===== src/rtl/cpu_types_pkg.sv =====
// Shared pipeline types: register index, hazard controller state, latch control vector.
package cpu_types_pkg;

  typedef logic [4:0] regbits_t;

  typedef enum logic [1:0] {
    RUN    = 2'd0,
    DWAIT  = 2'd1,
    DRAIN  = 2'd2,
    HALTED = 2'd3
  } pipe_state_t;

  typedef struct packed {
    logic ifid;
    logic idex;
    logic exmem;
    logic memwb;
  } latch_ctl_t;

  // A load into r0 never creates a dependency, so it is excluded from the compare.
  function automatic logic load_use_hazard(input logic     ld,
                                           input regbits_t wsel,
                                           input regbits_t rs,
                                           input regbits_t rt);
    return ld && (wsel != '0) && ((wsel == rs) || (wsel == rt));
  endfunction

endpackage


===== src/rtl/pipe_perf_cnt.sv =====
// Saturating up-counter with synchronous clear; clear has priority over increment.
module pipe_perf_cnt #(
  parameter int CNT_W = 16
) (
  input  logic             CLK,
  input  logic             clr,
  input  logic             inc,
  output logic [CNT_W-1:0] cnt
);

  always_ff @(posedge CLK) begin
    if (clr)
      cnt <= '0;
    else if (inc && (cnt != {CNT_W{1'b1}}))
      cnt <= cnt + 1'b1;
  end

endmodule


===== src/rtl/pipe_hazard_ctrl.sv =====
// Pipeline latch sequencing: load-use stalls, redirect flushes, data-memory waits
// and halt drain, with fetch/data arbitration of the single-port memory.
//
// state  | meaning
// RUN    | normal flow; fetch may be requested
// DWAIT  | data access in MEM pending; no fetch, latches hold until dhit
// DRAIN  | halt committing into MEM/WB; one cycle
// HALTED | pipeline drained; only reset exits
module pipe_hazard_ctrl
  import cpu_types_pkg::*;
#(
  parameter int CNT_W = 16
) (
  input  logic             CLK,
  input  logic             RST,
  input  logic             ihit,
  input  logic             dhit,
  input  logic             idex_dREN,
  input  regbits_t         idex_wsel,
  input  regbits_t         ifid_rs,
  input  regbits_t         ifid_rt,
  input  logic             mem_dREN,
  input  logic             mem_dWEN,
  input  logic             mem_redirect,
  input  logic             mem_halt,
  output logic             pc_en,
  output logic             iREN,
  output logic             ifid_en,
  output logic             idex_en,
  output logic             exmem_en,
  output logic             memwb_en,
  output logic             ifid_flush,
  output logic             idex_flush,
  output logic             exmem_flush,
  output logic             memwb_flush,
  output logic             halt,
  output logic [CNT_W-1:0] stall_cnt,
  output logic [CNT_W-1:0] flush_cnt
);

  pipe_state_t state, state_nxt;
  latch_ctl_t  en, flush;
  logic        mem_op, adv, lu_hazard, active;
  logic        stall_inc, flush_inc;

  assign mem_op    = mem_dREN | mem_dWEN;
  assign adv       = (~mem_op & ihit) | (mem_op & dhit);
  assign lu_hazard = load_use_hazard(idex_dREN, idex_wsel, ifid_rs, ifid_rt);
  assign active    = (state == RUN) || (state == DWAIT);

  always_ff @(posedge CLK) begin
    if (RST) begin
      state <= RUN;
      halt  <= 1'b0;
    end else begin
      state <= state_nxt;
      halt  <= (state_nxt == HALTED);
    end
  end

  always_comb begin
    state_nxt = state;
    case (state)
      RUN, DWAIT: begin
        if (adv)
          state_nxt = mem_halt ? DRAIN : RUN;
        else
          state_nxt = mem_op ? DWAIT : RUN;
      end
      DRAIN:   state_nxt = HALTED;
      HALTED:  state_nxt = HALTED;
      default: state_nxt = RUN;
    endcase
  end

  always_comb begin
    en        = '0;
    flush     = '0;
    pc_en     = 1'b0;
    iREN      = 1'b0;
    flush_inc = 1'b0;
    if (RST) begin
      flush = '1;
    end else if (active) begin
      iREN = (state == RUN) & ~mem_op;
      if (adv) begin
        if (mem_halt) begin
          flush    = '{ifid: 1'b1, idex: 1'b1, exmem: 1'b1, memwb: 1'b0};
          en.memwb = 1'b1;
        end else if (mem_redirect) begin
          en        = '1;
          pc_en     = 1'b1;
          flush     = '{ifid: 1'b1, idex: 1'b1, exmem: 1'b1, memwb: 1'b0};
          flush_inc = 1'b1;
        end else if (lu_hazard) begin
          // Decode instruction holds in IF/ID; a bubble enters ID/EX.
          flush.idex = 1'b1;
          en.exmem   = 1'b1;
          en.memwb   = 1'b1;
        end else begin
          en    = '1;
          pc_en = 1'b1;
        end
      end
    end else if (state == DRAIN) begin
      en.memwb = 1'b1;
    end
  end

  assign ifid_en     = en.ifid;
  assign idex_en     = en.idex;
  assign exmem_en    = en.exmem;
  assign memwb_en    = en.memwb;
  assign ifid_flush  = flush.ifid;
  assign idex_flush  = flush.idex;
  assign exmem_flush = flush.exmem;
  assign memwb_flush = flush.memwb;

  assign stall_inc = ~RST & ~pc_en & (state != HALTED);

  pipe_perf_cnt #(.CNT_W(CNT_W)) u_stall_cnt (
    .CLK (CLK),
    .clr (RST),
    .inc (stall_inc),
    .cnt (stall_cnt)
  );

  pipe_perf_cnt #(.CNT_W(CNT_W)) u_flush_cnt (
    .CLK (CLK),
    .clr (RST),
    .inc (flush_inc),
    .cnt (flush_cnt)
  );

endmodule

===== config.mk =====
export PLATFORM = sky130hd
export DESIGN_NAME = pipe_hazard_ctrl
export DESIGN_NICKNAME = d
export VERILOG_FILES = /design/src/rtl/cpu_types_pkg.sv /design/src/rtl/pipe_perf_cnt.sv /design/src/rtl/pipe_hazard_ctrl.sv
export SDC_FILE = /design/constraint.sdc
export NUM_CORES = 1
export LEC_CHECK = 0
export CORE_UTILIZATION = 35
export DETAILED_ROUTE_END_ITERATION = 12
export DONT_BUFFER_PORTS = 1
export GPL_TIMING_DRIVEN = 0
export SLEW_MARGIN = 0
export SYNTH_ARGS = -nofsm -noshare
export SYNTH_HDL_FRONTEND = slang
export SYNTH_SLANG_ARGS = --single-unit

===== constraint.sdc =====
create_clock -name CLK -period 2.35 [get_ports CLK]
set_input_delay 0.1175 -clock CLK [delete_from_list [all_inputs] [get_ports CLK]]
set_output_delay 0.1175 -clock CLK [all_outputs]
set_load 0.1 [all_outputs]

* After elaboration in Yosys (flattened, before gate mapping)
Cells that the tools add are included.
Word-level totals: register bits after elaboration 35, input port bits 24, output and inout port bits 43, word-level logic and storage cells 68
Cells by class: $add $sub $neg 2, eq/ne operators 9, muxes and demuxes 33, bitwise operators 10, reductions and logical operators 10
Operators with widths (count):
- $add 16x1->16 const B | 2
- $ne 16x16->1 const B | 2
- $mux 4 | 7
- $mux 1 | 19
- $eq 5x5->1 | 2
- $mux 2 | 4
- $eq 2x2->1 const B | 3
- $mux 3 | 2
- $and 1x1->1 | 5
- $reduce_bool 5->1 | 1
- $logic_and 1x1->1 | 4
- $pmux 2 s2 | 1
- $reduce_or 2->1 | 2
- $not 1->1 | 3
- $eq 2x1->1 const B | 1
- $logic_not 2->1 | 1
- $logic_or 1x1->1 | 2
- $ne 2x2->1 const B | 1
- $or 1x1->1 | 2

* Depth between registers and ports, before layout
depth in word-level cells 13, depth in mapped cells 9, depth with buffers taken out 7

* Cells and area by module
Synthesis repeated with hierarchy kept, for this count alone.
Second synthesis, totals: cell total of the unflattened synthesis 248, area total of the unflattened synthesis 2063.2 sq um
By module, submodules not included:
- pipe_perf_cnt | instances 2, cells each 99, area each 848.3 sq um, sequential area each 320.3 sq um
- pipe_hazard_ctrl | instances 1, cells each 50, area each 366.6 sq um, sequential area each 60.1 sq um

* Worst setup path before layout
OpenSTA, ideal clock, no wires.
kind input port to output port, from input mem_dWEN, to output ifid_en, arrival time 4765 ps, data required time 2233 ps, setup slack -2533 ps, stages 4, path buffers 1, cell sequence or3b_4 -> a2111oi_4 -> a21boi_0 -> buf_4
On the way: cells in the longest elaborated chain, start to end 7, elaborated cells between the ends (all ways) 8, classes of those cells mux (3); bitwise (5)
RTL lines:
- from (decl) | line pipe_hazard_ctrl.sv:23 | input logic mem_dWEN,
- $or 1x1->1 (*) | line pipe_hazard_ctrl.sv:46 | assign mem_op = mem_dREN | mem_dWEN;
- $not 1->1 | line pipe_hazard_ctrl.sv:47 | assign adv = (~mem_op & ihit) | (mem_op & dhit);
- $and 1x1->1 | line pipe_hazard_ctrl.sv:47
- $or 1x1->1 (*) | line pipe_hazard_ctrl.sv:47
- $mux 4 (*) | line pipe_hazard_ctrl.sv:86 | if (adv) begin
- $mux 3 (*) | line pipe_hazard_ctrl.sv:84 | end else if (active) begin
- $mux 4 (*) | line pipe_hazard_ctrl.sv:82 | if (RST) begin
- to (decl) | line pipe_hazard_ctrl.sv:28 | output logic ifid_en,
Mark *: on every way between the ends. The rest lies on a longest branch, timed or not.

* Final worst setup path
Same ends and word-level chain as after synthesis.

==> metrics <==
status complete, but fails checks; failing checks setup timing; clock tree sinks 35; FF-to-FF setup slack 0.16 ns; Worst-Skew Late Latency 0.28 ns; first-pass GRT wire length 8110 µm; Max Clk Rate 413 MHz; post-layout net count 273; CP Max Fanout 5; Root Driver clkbuf_8; Starting Density 36.4%; CP Launch Type input port; DIE WIDTH 77.7 µm; worst hold endpoint state[0]$_SDFF_PP0_; Fin. Hold Viols 0; WHS 0.0155 ns; Buffers on Ports 0; Post-Place Cells 309; worst rel slew slack 8.87%; Hold Path Class input port to flop; Least-Margin Pin Slew 1.36 ns; syn_area_per_cell 8.53 µm²; Crit path required time 2.23 ns; Die ar. 6040 µm²; Synth Cell Area 2010 µm²; GRT Util Overall 16.9%; DRT Pass-1 Iters 4; Synth Warn # 0; Post-Syn Instances 235; Distinct cells, synth 53; WL/cell 15.3 µm; DR vias/cell 5.47; synth cell count leaders 35 x dfxtp_1, 23 x nand2_1, 22 x nor2_1; Leakage 0.000768 µW; DRC Markers 0; PwrDens 522 nW/µm²; FF+latch area 797 µm²; total congestion overflow 0; largest net degree at the start of global routing 11; Setup Viol. Count Final 2; initial antenna violation count 0; max-cap violations 0; n_diodes 0; CTS tree yes; area of the core 5510 µm²; Critical Path AT 2.30 ns; most area-hungry cell type in the Yosys netlist dfxtp_1; Crit Path Class input port to primary output; Crit. End Element primary output; Hold Path Cell Cnt 3; Die Height 77.7 µm; final setup TNS -0.142 ns; Worst VDD drop 0.304 mV; Worst R2R Path Depth 5; multi-input logic area 1280 µm²; Worst R2R Start u_flush_cnt.cnt[5]$_SDFFE_PP0P_; Synth Net Count 261; H-tree depth 2; ratio of cells with drive above 1 in the final layout 28.6%; DR vias 1,750; RSZ-0062 raised after global routing yes; Bufs on Longest Clock Path 2; hold path start dhit; post-layout min period 2.42 ns; vias in the first global route 1,619; top cell type's share of synthesized area 34.9%; DP HPWL 3580 µm; CTS Buf Count 5; max-slew violations 0; DRT iter0 DRCs 82; Clk pin slew, worst setup/hold paths 0.07 ns; Post-DRT Antenna Nets 0; number of I/O pins 67; Final Wtd Congestion 0.804; worst reg2reg path endpoint u_flush_cnt.cnt[8]$_SDFFE_PP0P_; Pwr Total 1270 µW; dominant cell by count in the synthesized netlist dfxtp_1; Setup WS pre-CTS -0.282 ns; row count 27; fin worst setup slack -0.0712 ns; sequential share of the synthesized area 34.9%; final WL 4880 µm; Finished Layout Cells 320; Tcrit/Tclk final 103%; FILL cells 540; Synth Flop Type dfxtp_1; Synth Register Bits 35; Fin Clk Skew 0.00715 ns; Synth async-reset ratio 0%; Area Overhead vs Synth 21.6%; Post-synth EDFFs 0; Synth area leaders dfxtp_1 35%, xnor2_1 7.9%, nand2_1 4.3%, nor2_1 4.1%, a21oi_1 3.7%
-- worst max-delay path by stage --
stage	from	to	slack, ns	cells after the start
6_report	mem_dWEN	ifid_en	-0.07	6
5_1_grt	mem_dWEN	ifid_en	-0.13	6
4_1_cts	state[1]$_SDFF_PP0_	pc_en	-0.17	6
3_5_place_dp	u_stall_cnt.cnt[1]$_SDFFE_PP0P_	u_stall_cnt.cnt[11]$_SDFFE_PP0P_	-0.28	9
3_3_place_gp	mem_dWEN	pc_en	-0.87	4
2_1_floorplan	mem_dWEN	ifid_en	-0.80	4
-- critical path, cell delays in order --
cell	delay, ns
or3b_4	0.43
a2111oi_4	0.42
clkbuf_16	0.27
buf_1	0.10
a21boi_4	0.69
buf_12	0.26
-- placed cells by master, fill, tap and decap left out, drive strengths merged, types with 9 or more instances in the layout --
cell / synthesis / final
clkbuf: 4 / 12
a21oi: 16 / 16
buf: 7 / 10
nand2: 23 / 23
xnor2: 18 / 18
nor2: 22 / 22
nand3: 15 / 15
dfxtp: 35 / 35
o21ai: 12 / 12
or3: 9 / 9
-- state kept, by name, summed over array words and instances, names as in the netlist --
name	cells
u_flush_cnt.cnt	16
state	2
halt	1
u_stall_cnt.cnt	16
-- area by class of cell --
class / count / share of cell area (%)
clock inverters: 1 / 0.205
flip-flops and latches: 35 / 32.7
repair buffers: 6 / 2.51
multi-input cells: 181 / 52.4
plain buffers: 10 / 4.15
inverters: 8 / 1.23
clock buffers: 7 / 3.13
well taps: 72 / 3.69
-- report_power, final --
group	leakage, µW	internal [µW]	switching, µW	total [µW]
Clock	0.0000422	208	209	417
Combinational	0.000420	69.5	149	219
Sequential	0.000306	580	59.2	640
Total	0.000768	858	417	1270
-- stage by stage --
step                instance area, µm²  util, %
detailed placement                2210     40.1
floorplan                         2070        -
finish                            2440     44.3
CTS                               2390     43.4
global placement                  2160     39.3
global route                      2440     44.3
-- cells by family (layout without fill, tap and decap cells) --
kind of cell / after synthesis / after routing / synth area share [%]
xor gates and xnor gates: 19 / 19 / 8.30
DFF: 35 / 35 / 34.9
muxes: 5 / 5 / 2.56
AOI/OAI and AO/OA: 51 / 51 / 18.9
buffers and inverters: 19 / 32 / 5.55
and+or+nand+nor: 104 / 104 / 28.5
adders and majority gates: 2 / 2 / 1.25
-- layer usage --
layer | vias to the layer above | wire length [µm] | track usage, % | part of all wire, %
li1 | 887 | - | - | -
met1 | 799 | 2110 | 20.7 | 43
met2 | 60 | 2330 | 26.3 | 48
met3 | 4 | 411 | 7.76 | 8.4
met4 | 0 | 35 | 4.72 | 0.72
met5 | - | 0 | 0 | 0
-- timing repair --
item                                    CTS  global route
hold endpoints to repair                  1             0
resized for setup                        25            20
hold buffers                              1             0
endpoints found under the setup margin   34            23
pin swaps                                 2             5
buffers inserted                          3             0
No activity file was read; power rests on OpenSTA's default activity.
